File: config.mk
export PLATFORM = sky130hd
export DESIGN_NAME = clk_div_ratio_ctrl
export DESIGN_NICKNAME = d
export VERILOG_FILES = /design/src/rtl/clk_div_pkg.sv /design/src/rtl/clk_div_ratio_ctrl_period_cnt.sv /design/src/rtl/clk_div_ratio_ctrl.sv
export SDC_FILE = /design/constraint.sdc
export NUM_CORES = 1
export LEC_CHECK = 0
export ABC_AREA = 1
export CAP_MARGIN = 30
export CORE_ASPECT_RATIO = 0.75
export CORE_MARGIN = 10
export CORE_UTILIZATION = 60
export DETAILED_ROUTE_END_ITERATION = 16
export DONT_BUFFER_PORTS = 1
export PLACE_DENSITY_LB_ADDON = 0.3
export SLEW_MARGIN = 15
export SYNTH_ARGS = -nofsm -noshare
export SYNTH_HDL_FRONTEND = slang
export SYNTH_HIERARCHICAL = 1
export SYNTH_SLANG_ARGS = --single-unit
File: constraint.sdc
create_clock -name i_ref_clk -period 5.4 [get_ports i_ref_clk]
set_input_delay 1.62 -clock i_ref_clk [delete_from_list [all_inputs] [get_ports i_ref_clk]]
set_output_delay 1.62 -clock i_ref_clk [all_outputs]
set_load 0.01 [all_outputs]
File: src/rtl/clk_div_pkg.sv
// Shared types and constants for the divider ratio control stage.
// Prescale decode and FSM state encodings.
package clk_div_pkg;

  typedef enum logic [1:0] {
    IDLE = 2'd0,
    RUN  = 2'd1,
    PEND = 2'd2,
    GATE = 2'd3
  } state_t;

  localparam int PS_4  = 4;
  localparam int PS_8  = 8;
  localparam int PS_16 = 16;
  localparam int PS_32 = 32;

  localparam int RATIO_PS_4  = 8;
  localparam int RATIO_PS_8  = 4;
  localparam int RATIO_PS_16 = 2;
  localparam int RATIO_PS_32 = 1;

  localparam int SETTLE_DEFAULT = 2;

  // zero means unsupported prescale
  function automatic logic [7:0] ps2ratio(
    input logic [31:0] ps
  );
    logic [7:0] r;
    r = 8'd0;
    unique case (1'b1)
      (ps == 32'(PS_4)):  r = 8'(RATIO_PS_4);
      (ps == 32'(PS_8)):  r = 8'(RATIO_PS_8);
      (ps == 32'(PS_16)): r = 8'(RATIO_PS_16);
      (ps == 32'(PS_32)): r = 8'(RATIO_PS_32);
      default:            r = 8'd0;
    endcase
    return r;
  endfunction

endpackage

File: src/rtl/clk_div_ratio_ctrl_period_cnt.sv
// Shadow of the divider's period counter; flags the last
// reference cycle of each divided-clock period.
module clk_div_period_cnt
  import clk_div_pkg::*;
#(
  parameter int RATIO_WIDTH = 8
) (
  input  logic                   i_ref_clk,
  input  logic                   i_rst_n,
  input  logic                   en,
  input  logic [RATIO_WIDTH-1:0] ratio,
  output logic                   boundary
);

  logic [RATIO_WIDTH-1:0] cnt;
  logic                   last;

  assign last     = (cnt == ratio - 1'b1);
  assign boundary = en && last;

  always_ff @(posedge i_ref_clk or negedge i_rst_n) begin
    if (!i_rst_n) begin
      cnt <= '0;
    end else if (!en || last) begin
      cnt <= '0;
    end else begin
      cnt <= cnt + 1'b1;
    end
  end

endmodule

File: src/rtl/clk_div_ratio_ctrl.sv
// Prescale-to-ratio control for the integer divider, switching
// only at period boundaries. Stats: CLK_DIV_RATIO_CTRL_STATS_EN.
module clk_div_ratio_ctrl
  import clk_div_pkg::*;
#(
  parameter int PRESCALE_WIDTH = 6,
  parameter int RATIO_WIDTH    = 8,
  parameter int DEFAULT_RATIO  = 1,
  parameter int SETTLE_CYCLES  = SETTLE_DEFAULT
) (
  input  logic                      i_ref_clk,
  input  logic                      i_rst_n,
  input  logic                      i_ctrl_en,
  input  logic [PRESCALE_WIDTH-1:0] i_prescale,
  input  logic                      i_prescale_vld,
  output logic                      o_prescale_rdy,
  output logic [RATIO_WIDTH-1:0]    o_div_ratio,
  output logic                      o_clk_en,
  output logic                      o_busy,
`ifdef CLK_DIV_RATIO_CTRL_STATS_EN
  output logic [7:0]                o_switch_cnt,
  output logic                      o_err_sticky,
`endif
  output logic                      o_cfg_err
);

  localparam logic [RATIO_WIDTH-1:0] DEF_R =
    RATIO_WIDTH'(DEFAULT_RATIO);
  localparam logic [3:0] SETTLE_LAST =
    4'(SETTLE_CYCLES - 1);

  state_t                 state, nxt;
  logic [RATIO_WIDTH-1:0] pending, pend_n;
  logic [RATIO_WIDTH-1:0] ratio_n;
  logic [RATIO_WIDTH-1:0] req_ratio;
  logic [3:0]             settle, settle_n;
  logic                   en_n, busy_n, err_n;
  logic                   accept, req_ok, boundary;

  assign o_prescale_rdy = (state == IDLE) ||
                          (state == RUN);
  assign accept    = i_prescale_vld && o_prescale_rdy;
  assign req_ratio = RATIO_WIDTH'(ps2ratio(32'(i_prescale)));
  assign req_ok    = (req_ratio != '0);

  clk_div_period_cnt #(
    .RATIO_WIDTH(RATIO_WIDTH)
  ) u_cnt (
    .i_ref_clk(i_ref_clk),
    .i_rst_n  (i_rst_n),
    .en       (o_clk_en),
    .ratio    (o_div_ratio),
    .boundary (boundary)
  );

  always_comb begin
    nxt      = state;
    ratio_n  = o_div_ratio;
    en_n     = o_clk_en;
    busy_n   = o_busy;
    pend_n   = pending;
    settle_n = settle;
    err_n    = accept && !req_ok;
    if (!i_ctrl_en) begin
      nxt    = IDLE;
      en_n   = 1'b0;
      busy_n = 1'b0;
      if (state == PEND || state == GATE) begin
        ratio_n = pending;
      end
      if (accept && req_ok) begin
        ratio_n = req_ratio;
      end
    end else begin
      unique case (state)
        IDLE: begin
          if (accept && req_ok) begin
            ratio_n = req_ratio;
          end
          nxt  = RUN;
          en_n = 1'b1;
        end
        RUN: begin
          if (accept && req_ok &&
              req_ratio != o_div_ratio) begin
            pend_n = req_ratio;
            nxt    = PEND;
            busy_n = 1'b1;
          end
        end
        PEND: begin
          if (boundary) begin
            nxt      = GATE;
            en_n     = 1'b0;
            ratio_n  = pending;
            settle_n = '0;
          end
        end
        GATE: begin
          if (settle == SETTLE_LAST) begin
            nxt    = RUN;
            en_n   = 1'b1;
            busy_n = 1'b0;
          end else begin
            settle_n = settle + 1'b1;
          end
        end
        default: nxt = IDLE;
      endcase
    end
  end

  always_ff @(posedge i_ref_clk or negedge i_rst_n) begin
    if (!i_rst_n) begin
      state       <= IDLE;
      o_div_ratio <= DEF_R;
      o_clk_en    <= 1'b0;
      o_busy      <= 1'b0;
      o_cfg_err   <= 1'b0;
      pending     <= DEF_R;
      settle      <= '0;
    end else begin
      state       <= nxt;
      o_div_ratio <= ratio_n;
      o_clk_en    <= en_n;
      o_busy      <= busy_n;
      o_cfg_err   <= err_n;
      pending     <= pend_n;
      settle      <= settle_n;
    end
  end

`ifdef CLK_DIV_RATIO_CTRL_STATS_EN
  always_ff @(posedge i_ref_clk or negedge i_rst_n) begin
    if (!i_rst_n) begin
      o_switch_cnt <= '0;
      o_err_sticky <= 1'b0;
    end else begin
      if (state == GATE && nxt == RUN &&
          o_switch_cnt != 8'hff) begin
        o_switch_cnt <= o_switch_cnt + 1'b1;
      end
      if (o_cfg_err) begin
        o_err_sticky <= 1'b1;
      end
    end
  end
`endif

endmodule
==> flow_metrics.py, run 1 <==
metrics = {
    "run_status": {
        "status": "complete, no violations",
    },
    "final_layout": {
        "nets": 320,
        "drive_above_1_share": 0.1030,
        "n_antenna_cell": 0,
        "final_util": 0.6802,
        "final_common_cell": "nand2_1",
        "fillers": 276,
        "final_cell_mix": "nand2_1, nor2_1, inv_1",
        "area_growth_pct": 6.141,
    },
    "sta": {
        "hold_viol_final": 0,
        "finalSetupViolations": 0,
        "finalCriticalPeriod_ps": 2888,
        "clock_skew_ps": 3.034,
        "fmax_mhz": 346.2,
        "finalSetupTns_ps": 0,
        "maxSlewViolCount": 0,
        "finalCritPeriodShare": 0.5349,
        "rsz0062_at_grt": "no",
    },
    "clock_network": {
        "cts_tree": "yes",
        "cts_hold_buf": 0,
        "clk_latency_ps": 270,
        "cts_made_buffers": 3,
        "clk_path_buf_depth": 2,
        "clkSinkCount": 25,
        "post_cts_resized": 0,
        "clk_pin_slew_ps": 90,
        "post_cts_buffers": 0,
        "cts_max_level": 1,
        "clock-root-buffer": "clkbuf_8",
    },
    "worst_setup_path": {
        "r2r_setup_slack_ps": 2760,
        "rr_startpoint": "o_div_ratio[0]$_DFFE_PN1P_",
        "arrival_ps": 1270,
        "r2r_end": "settle[3]$_DFFE_PN0P_",
        "cp-start-kind": "flip-flop",
        "cp.required_ps": 3780,
        "worstSetupEndpointType": "output port",
        "crit_fanout": 4,
        "crit_type": "flip-flop to output port",
        "reg2reg_depth": 18,
    },
    "synth": {
        "syn_area_um2": 1936,
        "synth_top_cell_by_area": "dfrtp_1",
        "ys.warnings.count": 6,
        "yosys-top-cells-area": "dfrtp_1, nand2_1, nor2_1",
        "avgSynthCellArea_um2": 6.744,
        "synth_seq_area_share": 0.3245,
        "ys_seq_elements": 25,
        "yosysTopAreaCellShare": 0.2973,
        "ys_types": 33,
        "syn_inst": 287,
    },
    "grt": {
        "antenna_found_initial": 0,
        "grt-busiest-layer": "met2",
        "grt_util_met1": 0.1758,
        "grt_first_pass_wirelength_mm": 6.831,
        "track_usage": 0.1324,
        "grt_max_degree": 26,
        "grt_util_met3": 0.04450,
        "met2_usage": 0.2005,
        "grt-ovfl-total": 0,
        "grt_pass1_vias": 1554,
    },
    "hold_path": {
        "min_from": "settle[3]$_DFFE_PN0P_",
        "holdPathEnd": "settle[3]$_DFFE_PN0P_",
        "hold_path_class": "flip-flop to flip-flop",
        "hold_path_depth": 1,
    },
    "drt": {
        "num_vias": 1665,
        "viasPerCell": 4.912,
        "wirelength_mm": 3.765,
        "postRouteAntennaNets": 0,
        "firstDrtPassIters": 4,
        "wl_per_cell_um": 11.11,
        "route.detailed.drc": 0,
        "first_iter_violations": 134,
    },
    "die": {
        "io_pins": 22,
        "design.die.area_um2": 5922,
        "row_count": 17,
        "initial_core_util": 0.6408,
        "fp.dieW_um": 85.59,
        "design.core.area_um2": 3020,
        "die-height_um": 69.19,
    },
    "placed_design": {
        "gp_congestion": 0.9251,
        "io_buffers": 0,
        "post-dp-hpwl_mm": 3.044,
    },
    "run": {
        "cap_violations": 0,
    },
    "power": {
        "p_leak_uw": 0.001144,
        "power.density_nw_per_um2": 389.9,
        "peakVddDrop_mv": 0.2469,
    },
}
logic make-up after synthesis:
| kind of cell | share of synthesized area |
|---|---|
| buf+inv | 0.1079 |
| simple gates | 0.3749 |
| xor+xnor | 0.05430 |
| fa+ha+maj | 0.05172 |
| flops | 0.3245 |
| compound gates | 0.08468 |
| other cells | 0.001937 |
per-stage QoR:
step | setup WS, ps | hold WS (ps) | instance area (um2) | std cells | power [uW]
CTS | 2490 | 477.6 | 2054 | 339 | 808.3
detailed placement | 2582 | 464.1 | 2004 | 335 | 687.4
global placement | 2618 | 454.6 | 2004 | 335 | 676.7
global route | 2434 | 500.3 | 2054 | 339 | 884.9
finish | 2512 | 476.6 | 2054 | 339 | 801.1
floorplan | 2752 | 440.0 | 1992 | 302 | 611.4
worst max-delay path: stages, from the launching register on:
cell and delay, ps:
dfrtp_1 410, inv_1 90, ha_1 210, or2_1 290
power by group:
part / switching (uW) / internal, uW
sequential: 85.6 / 246
clock: 62.5 / 54.0
combinational: 220 / 133
total: 368 / 433
final cells by class:
type                       instances  area (um2)  share of cell area
clock buffer                       3       41.29             0.02010
multi-input combinational        226        1155              0.5621
sequential                        25       628.1              0.3057
inverter                          46       173.9             0.08465
tap                               38       47.55             0.02314
clock inverter                     1       8.758            0.004263
state kept, by name (all words and copies together), names as in the netlist:
register,count
o_div_ratio,4
pending,4
u_cnt/cnt,8
settle,4
o_cfg_err,1
state,2
o_clk_en,1
o_busy,1
synthesized netlist by cell type, drive strengths merged:
cell type and instances:
a21oi 9, ha 8, nand3 14, nand3b 1
nor2 47, nand2 91, nand4 5, o21a 1
clkinv 2, xnor2 5, a31oi 1, o31ai 2
dfstp 2, dfrtp 23, o22ai 5, or2 2
xor2 7, buf 5, inv 44, nor3 1
conb 1, o21ai 11
metal layers:
metal	wire length, um	share of wire
met5	0	0
met4	37	0.0098
met3	341	0.091
met2	1523	0.40
met1	1862	0.49
worst max-delay path by stage:
| stage | start | end | slack, ps | cells past startpoint |
|---|---|---|---|---|
| after floorplan | i_prescale[1] | state[0]$_DFFE_PN0P_ | 2750 | 12 |
| after global placement | i_prescale[1] | state[0]$_DFFE_PN0P_ | 2620 | 12 |
| final | state[1]$_DFFE_PN0P_ | o_prescale_rdy | 2510 | 3 |
| after CTS | state[1]$_DFFE_PN0P_ | o_prescale_rdy | 2490 | 3 |
| after global routing | state[1]$_DFFE_PN0P_ | o_prescale_rdy | 2430 | 3 |
| after detailed placement | i_prescale[1] | state[0]$_DFFE_PN0P_ | 2580 | 12 |
No activity file was read; power rests on OpenSTA's default activity.
==> inputs of run 2 (changes only) <==
clock period = 2.9 ns   (was 5.4 ns; I/O delays follow)
==> run 2 against run 1 <==
  * First-iteration DRC count decreased by 12%
  * Critical path depth rose by 15
  * Core utilization grew 1.1 points
  * Non-clock buffer count grew 1
  * Register-to-register slack worse by 2500 ps
  * Via count is 0.96% higher
  * Cell area increased by 1.6%
  * Sequential share of layout area down 0.48 points
  * Sequential cell count stayed put
  * Clock skew barely moved
  * Routed wire length is 4.4% higher
  * Worst setup slack got worse by 2300 ps
  * Critical path type is now flip-flop to flip-flop
  * Critical endpoint is now settle[3]$_DFFE_PN0P_
  * Largest cell class unchanged
  * Largest power group unchanged
==> flow_metrics.py, run 2 (synthesis results as in run 1) <==
metrics = {
    "run_status": {
        "status": "complete, no violations",
    },
    "grt": {
        "grt_util_met1": 0.1803,
        "grt_max_degree": 26,
        "antenna_found_initial": 0,
        "grt-busiest-layer": "met2",
        "grt_pass1_vias": 1592,
        "grt_util_met3": 0.05972,
        "grt-ovfl-total": 0,
        "grt_first_pass_wirelength_mm": 7.058,
        "track_usage": 0.1371,
        "met2_usage": 0.2063,
    },
    "final_layout": {
        "stdcell_area_um2": 2087,
        "area_growth_pct": 7.822,
        "nets": 321,
        "final_common_cell": "nand2_1",
        "drive_above_1_share": 0.1291,
        "top_register": "u_cnt/cnt",
        "final_cell_mix": "nand2_1, nor2_1, inv_1",
        "n_antenna_cell": 0,
        "final_cells": 340,
        "fillers": 284,
        "largest_register_ff_count": 8,
    },
    "power": {
        "swShare": 0.4656,
        "p_sw_uw": 704.6,
        "pwr-share-clk": 0.143,
        "power.density_nw_per_um2": 725.1,
        "peakVddDrop_mv": 0.4148,
        "p_int_uw": 808.7,
        "comb_power_share": 0.451,
        "p_leak_uw": 0.001150,
        "pwr-share-seq": 0.406,
    },
    "sta": {
        "fmax_mhz": 371.8,
        "maxSlewViolCount": 0,
        "clock_skew_ps": 2.594,
        "finalSetupViolations": 0,
        "holdWs_ps": 275.7,
        "final.setup.worst_slack_ps": 210.2,
        "finalCriticalPeriod_ps": 2690,
        "rsz0062_at_grt": "yes",
        "hold_viol_final": 0,
        "finalCritPeriodShare": 0.9275,
    },
    "worst_setup_path": {
        "crit_start": "o_div_ratio[0]$_DFFE_PN1P_",
        "cp-start-kind": "flip-flop",
        "r2r_end": "settle[3]$_DFFE_PN0P_",
        "crit_fanout": 6,
        "cp.required_ps": 3070,
        "reg2reg_depth": 18,
        "crit_type": "flip-flop to flip-flop",
        "rr_startpoint": "o_div_ratio[0]$_DFFE_PN1P_",
        "arrival_ps": 2860,
        "worstSetupEndpointType": "flip-flop",
        "r2r_setup_slack_ps": 210,
    },
    "clock_network": {
        "clk_pin_slew_ps": 90,
        "clkSinkCount": 25,
        "cts_max_level": 1,
        "clk_latency_ps": 270,
        "clock-root-buffer": "clkbuf_8",
        "cts_hold_buf": 0,
        "cts_tree": "yes",
        "cts_made_buffers": 3,
        "clk_path_buf_depth": 2,
    },
    "hold_path": {
        "hold_path_class": "input port to asynchronous set/reset pin",
    },
    "die": {
        "design.die.area_um2": 5922,
        "fp.dieW_um": 85.59,
        "design.core.area_um2": 3020,
        "row_count": 17,
        "initial_core_util": 0.6408,
        "die-height_um": 69.19,
        "io_pins": 22,
    },
    "placed_design": {
        "io_buffers": 0,
        "dp_cells": 335,
        "post-dp-hpwl_mm": 3.089,
        "gp_congestion": 0.9170,
        "place_area_um2": 2004,
        "dp_slack_ps": 212.5,
    },
    "run": {
        "cap_violations": 0,
    },
    "drt": {
        "wirelength_mm": 3.930,
        "route.detailed.drc": 0,
        "viasPerCell": 4.944,
        "postRouteAntennaNets": 0,
        "firstDrtPassIters": 4,
        "first_iter_violations": 118,
        "num_vias": 1681,
        "wl_per_cell_um": 11.56,
    },
}
## run 2: changes by cell type in the layout (fill, tap and decap cells not counted), sizes merged
cell and delta:
buf +1, clkinv +1, inv -1
## run 2: what timing repair did
action | CTS | global route
setup endpoints to repair | 0 | 7
endpoints found under the hold margin | 0 | 0
gates resized for setup | 0 | 9
buffers inserted | 0 | 1
## run 2: per-layer routing
layer / part of all wire / routed length (um)
met1: 0.49 / 1924
met3: 0.080 / 316
met2: 0.43 / 1681
met4: 0.0018 / 7
met5: 0 / 0
## run 2: cell type report
cell class	instances	area, um2	share of cell area
Multi-Input combinational cell	226	1184	0.5671
Clock inverter	1	5.005	0.002398
Timing Repair Buffer	1	7.507	0.003597
Sequential cell	25	628.1	0.3010
Clock buffer	3	41.29	0.01978
Tap cell	38	47.55	0.02278
Inverter	46	173.9	0.08333
## run 2: worst max path at each step
stage | slack [ps] | cells past startpoint | to
floorplan | 550 | 18 | settle[3]$_DFFE_PN0P_
global placement | 410 | 18 | settle[3]$_DFFE_PN0P_
detailed placement | 210 | 18 | settle[3]$_DFFE_PN0P_
CTS | 200 | 18 | settle[3]$_DFFE_PN0P_
global route | -70 | 18 | settle[3]$_DFFE_PN0P_
finish | 210 | 18 | settle[3]$_DFFE_PN0P_
## run 2: power by group through the flow
| stage | registers, uW | logic [uW] | clock network (uW) |
|---|---|---|---|
| 2_1_floorplan | 580 | 558 | 0 |
| 3_3_place_gp | 621 | 634 | 0 |
| 3_5_place_dp | 622 | 656 | 0 |
| 4_1_cts | 616 | 658 | 226 |
| 5_1_grt | 639 | 811 | 237 |
| 6_report | 615 | 683 | 216 |
## run 2: critical path, stage by stage, from the launching register on
cell     delay [ps]
dfstp_2         630
inv_2            80
ha_1            310
nand2_1          80
inv_1            40
nor2_1           90
nand2_1          60
nor2_1          130
nand3_1         110
nor2_2          100
nand2_2          80
nor2_1           80
or2_1           150
nand2_1         100
nor2_4          120
o21ai_4         100
nor2_2          140
buf_4           120
a21oi_2          40
## run 2: metrics by stage
stage,power [uW],TNS [ps],utilization
after floorplan,1138,0,-
after global placement,1255,0,0.6636
after detailed placement,1279,0,0.6636
after CTS,1501,0,0.6790
after global routing,1687,-88.88,0.6910
final,1513,0,0.6910
==> inputs of run 3 (changes only) <==
PLACE_DENSITY_LB_ADDON = 0.2   (was 0.3)
TNS_END_PERCENT = 1   (was not set)
==> run 3 against run 2 <==
  * Hold slack gained 6.6 ps
  * Count of clock-buffer cells in the layout unchanged
  * Routed wire length fell by 3.7%
  * Clock power down 2%
  * Sequential share of layout area increased by 0.50 points
  * Final cell count fell by 0.29%
  * Maximum frequency rose by 3.2%
  * Worst setup slack improved by 83 ps
  * Sequential cell count unchanged
  * Largest power group unchanged
==> flow_metrics.py, run 3 (synthesis results as in run 1) <==
metrics = {
    "drt": {
        "postRouteAntennaNets": 0,
        "wl_per_cell_um": 11.17,
        "first_iter_violations": 115,
        "viasPerCell": 4.891,
        "firstDrtPassIters": 4,
        "num_vias": 1658,
        "route.detailed.drc": 0,
        "wirelength_mm": 3.785,
    },
    "power": {
        "pwr-share-clk": 0.143,
        "p_leak_uw": 0.001140,
        "swShare": 0.4569,
        "p_int_uw": 804.3,
        "p_sw_uw": 676.7,
        "pwr-share-seq": 0.415,
        "comb_power_share": 0.442,
        "peakVddDrop_mv": 0.4563,
        "power.density_nw_per_um2": 721.3,
    },
    "clock_network": {
        "post_cts_buffers": 0,
        "cts_made_buffers": 3,
        "clk_pin_slew_ps": 90,
        "cts_hold_buf": 0,
        "clk_latency_ps": 270,
        "clkSinkCount": 25,
        "clk_path_buf_depth": 2,
        "cts_max_level": 1,
        "clock-root-buffer": "clkbuf_8",
        "cts_tree": "yes",
        "post_cts_resized": 0,
    },
    "final_layout": {
        "n_antenna_cell": 0,
        "area_growth_pct": 6.076,
        "final_cell_mix": "nand2_1, nor2_1, inv_1",
        "nets": 320,
        "regArea_um2": 628.1,
        "top_register": "u_cnt/cnt",
        "final_common_cell": "nand2_1",
        "fillers": 274,
        "largest_register_ff_count": 8,
        "multi_input_area_um2": 1155,
        "drive_above_1_share": 0.1030,
        "final_cells": 339,
    },
    "run": {
        "cap_violations": 0,
    },
    "sta": {
        "rsz0062_at_grt": "no",
        "finalSetupTns_ps": 0,
        "finalCriticalPeriod_ps": 2606,
        "finalCritPeriodShare": 0.8987,
        "maxSlewViolCount": 0,
        "finalSetupViolations": 0,
        "fmax_mhz": 383.7,
        "clock_skew_ps": 1.798,
        "hold_viol_final": 0,
    },
    "worst_setup_path": {
        "cp-start-kind": "flip-flop",
        "arrival_ps": 2810,
        "worstSetupEndpointType": "flip-flop",
        "slowest_stage": "dfstp_2",
        "critPathTopFamily": "simple AND/OR/NAND/NOR gates",
        "cp_cell_sequence": "inv_1, ha_1, inv_1, nand2_1, nand2_1, nand2_1, nand2_1, nand3_1, nor2_1, nand2_1, nor2_1, or2_1, nand2_1, nor2_1, o21ai_2, nor2_1, o21ai_1, a21oi_1",
        "critPathBufInv": 2,
        "cp_slowest_stage_delay_ps": 620,
        "path_common_cell": "nand2_1",
        "cp.required_ps": 3100,
        "crit_fanout": 6,
        "crit_type": "flip-flop to flip-flop",
    },
    "grt": {
        "grt-ovfl-total": 0,
        "grt_first_pass_wirelength_mm": 6.706,
        "grt_pass1_vias": 1483,
        "track_usage": 0.1300,
        "antenna_found_initial": 0,
        "grt_max_degree": 26,
    },
    "placed_design": {
        "post-dp-hpwl_mm": 3.077,
        "gp_congestion": 0.9122,
        "io_buffers": 0,
        "dp_cells": 335,
    },
    "die": {
        "design.core.area_um2": 3020,
        "fp.dieW_um": 85.59,
        "row_count": 17,
        "initial_core_util": 0.6408,
        "design.die.area_um2": 5922,
        "die-height_um": 69.19,
        "io_pins": 22,
    },
    "hold_path": {
        "hold_path_class": "input port to asynchronous set/reset pin",
    },
    "run_status": {
        "status": "complete, no violations",
    },
}
==> run 3: cell count changes in the layout (fill, tap and decap cells not counted), sizes merged <==
cell | previous run | this run
clkinv | 3 | 2
clkinvlp | 0 | 1
buf | 1 | 0
==> run 3: layout make-up <==
type | instances | share of cell area
multi-input cells | 226 | 0.5625
flip-flops and latches | 25 | 0.3059
inverters | 46 | 0.08470
well taps | 38 | 0.02316
clock buffers | 3 | 0.02011
clock inverters | 1 | 0.003656
==> run 3: final timing paths <==
path | startpoint | end | slack (ps) | cells after the start
setup / recovery | o_div_ratio[0]$_DFFE_PN1P_ | settle[3]$_DFFE_PN0P_ | 290 | 18
hold / removal | i_rst_n | state[0]$_DFFE_PN0P_ | 280 | 0
setup reg to reg | o_div_ratio[0]$_DFFE_PN1P_ | settle[3]$_DFFE_PN0P_ | 290 | 18
hold reg to reg | settle[3]$_DFFE_PN0P_ | settle[3]$_DFFE_PN0P_ | 480 | 1
max in group asynchronous | i_rst_n | o_div_ratio[0]$_DFFE_PN1P_ | 2450 | 0
min in group i_ref_clk | settle[3]$_DFFE_PN0P_ | settle[3]$_DFFE_PN0P_ | 480 | 1
==> run 3: power by group through the flow <==
stage | logic [uW] | registers [uW] | clock network, uW
final | 654 | 615 | 212
after global routing | 775 | 637 | 240
after CTS | 659 | 616 | 222
after detailed placement | 655 | 622 | 0
after global placement | 636 | 620 | 0
after floorplan | 558 | 580 | 0
==> run 3: through the flow <==
| step | power, uW | cell area (um2) | hold slack (ps) | worst slack, ps | utilization |
|---|---|---|---|---|---|
| 4_1_cts | 1497 | 2053 | 271.1 | 304.7 | 0.6798 |
| 3_3_place_gp | 1255 | 2004 | 453.1 | 406.8 | 0.6636 |
| 3_5_place_dp | 1277 | 2004 | 460.5 | 322.1 | 0.6636 |
| 5_1_grt | 1652 | 2053 | 254.6 | 23.99 | 0.6798 |
| 6_report | 1481 | 2053 | 282.4 | 293.6 | 0.6798 |
| 2_1_floorplan | 1138 | 1992 | 440.0 | 549.1 | - |
==> run 3: per-layer routing <==
layer  track usage  vias to the layer above  wire length (um)
li1              -                      897                 -
met1        0.1749                      714              1836
met2        0.1964                       45              1555
met3       0.05269                        2               385
met4       0.01087                        0                 7
met5             0                        -                 0
==> run 3: worst register-to-register path, delay by kind of cell (launching register included) <==
kind            cells  cell delay [ps]
simple gates       12             1180
buf+inv             2              200
flops               1              620
fa+ha+maj           1              240
compound gates      3              310
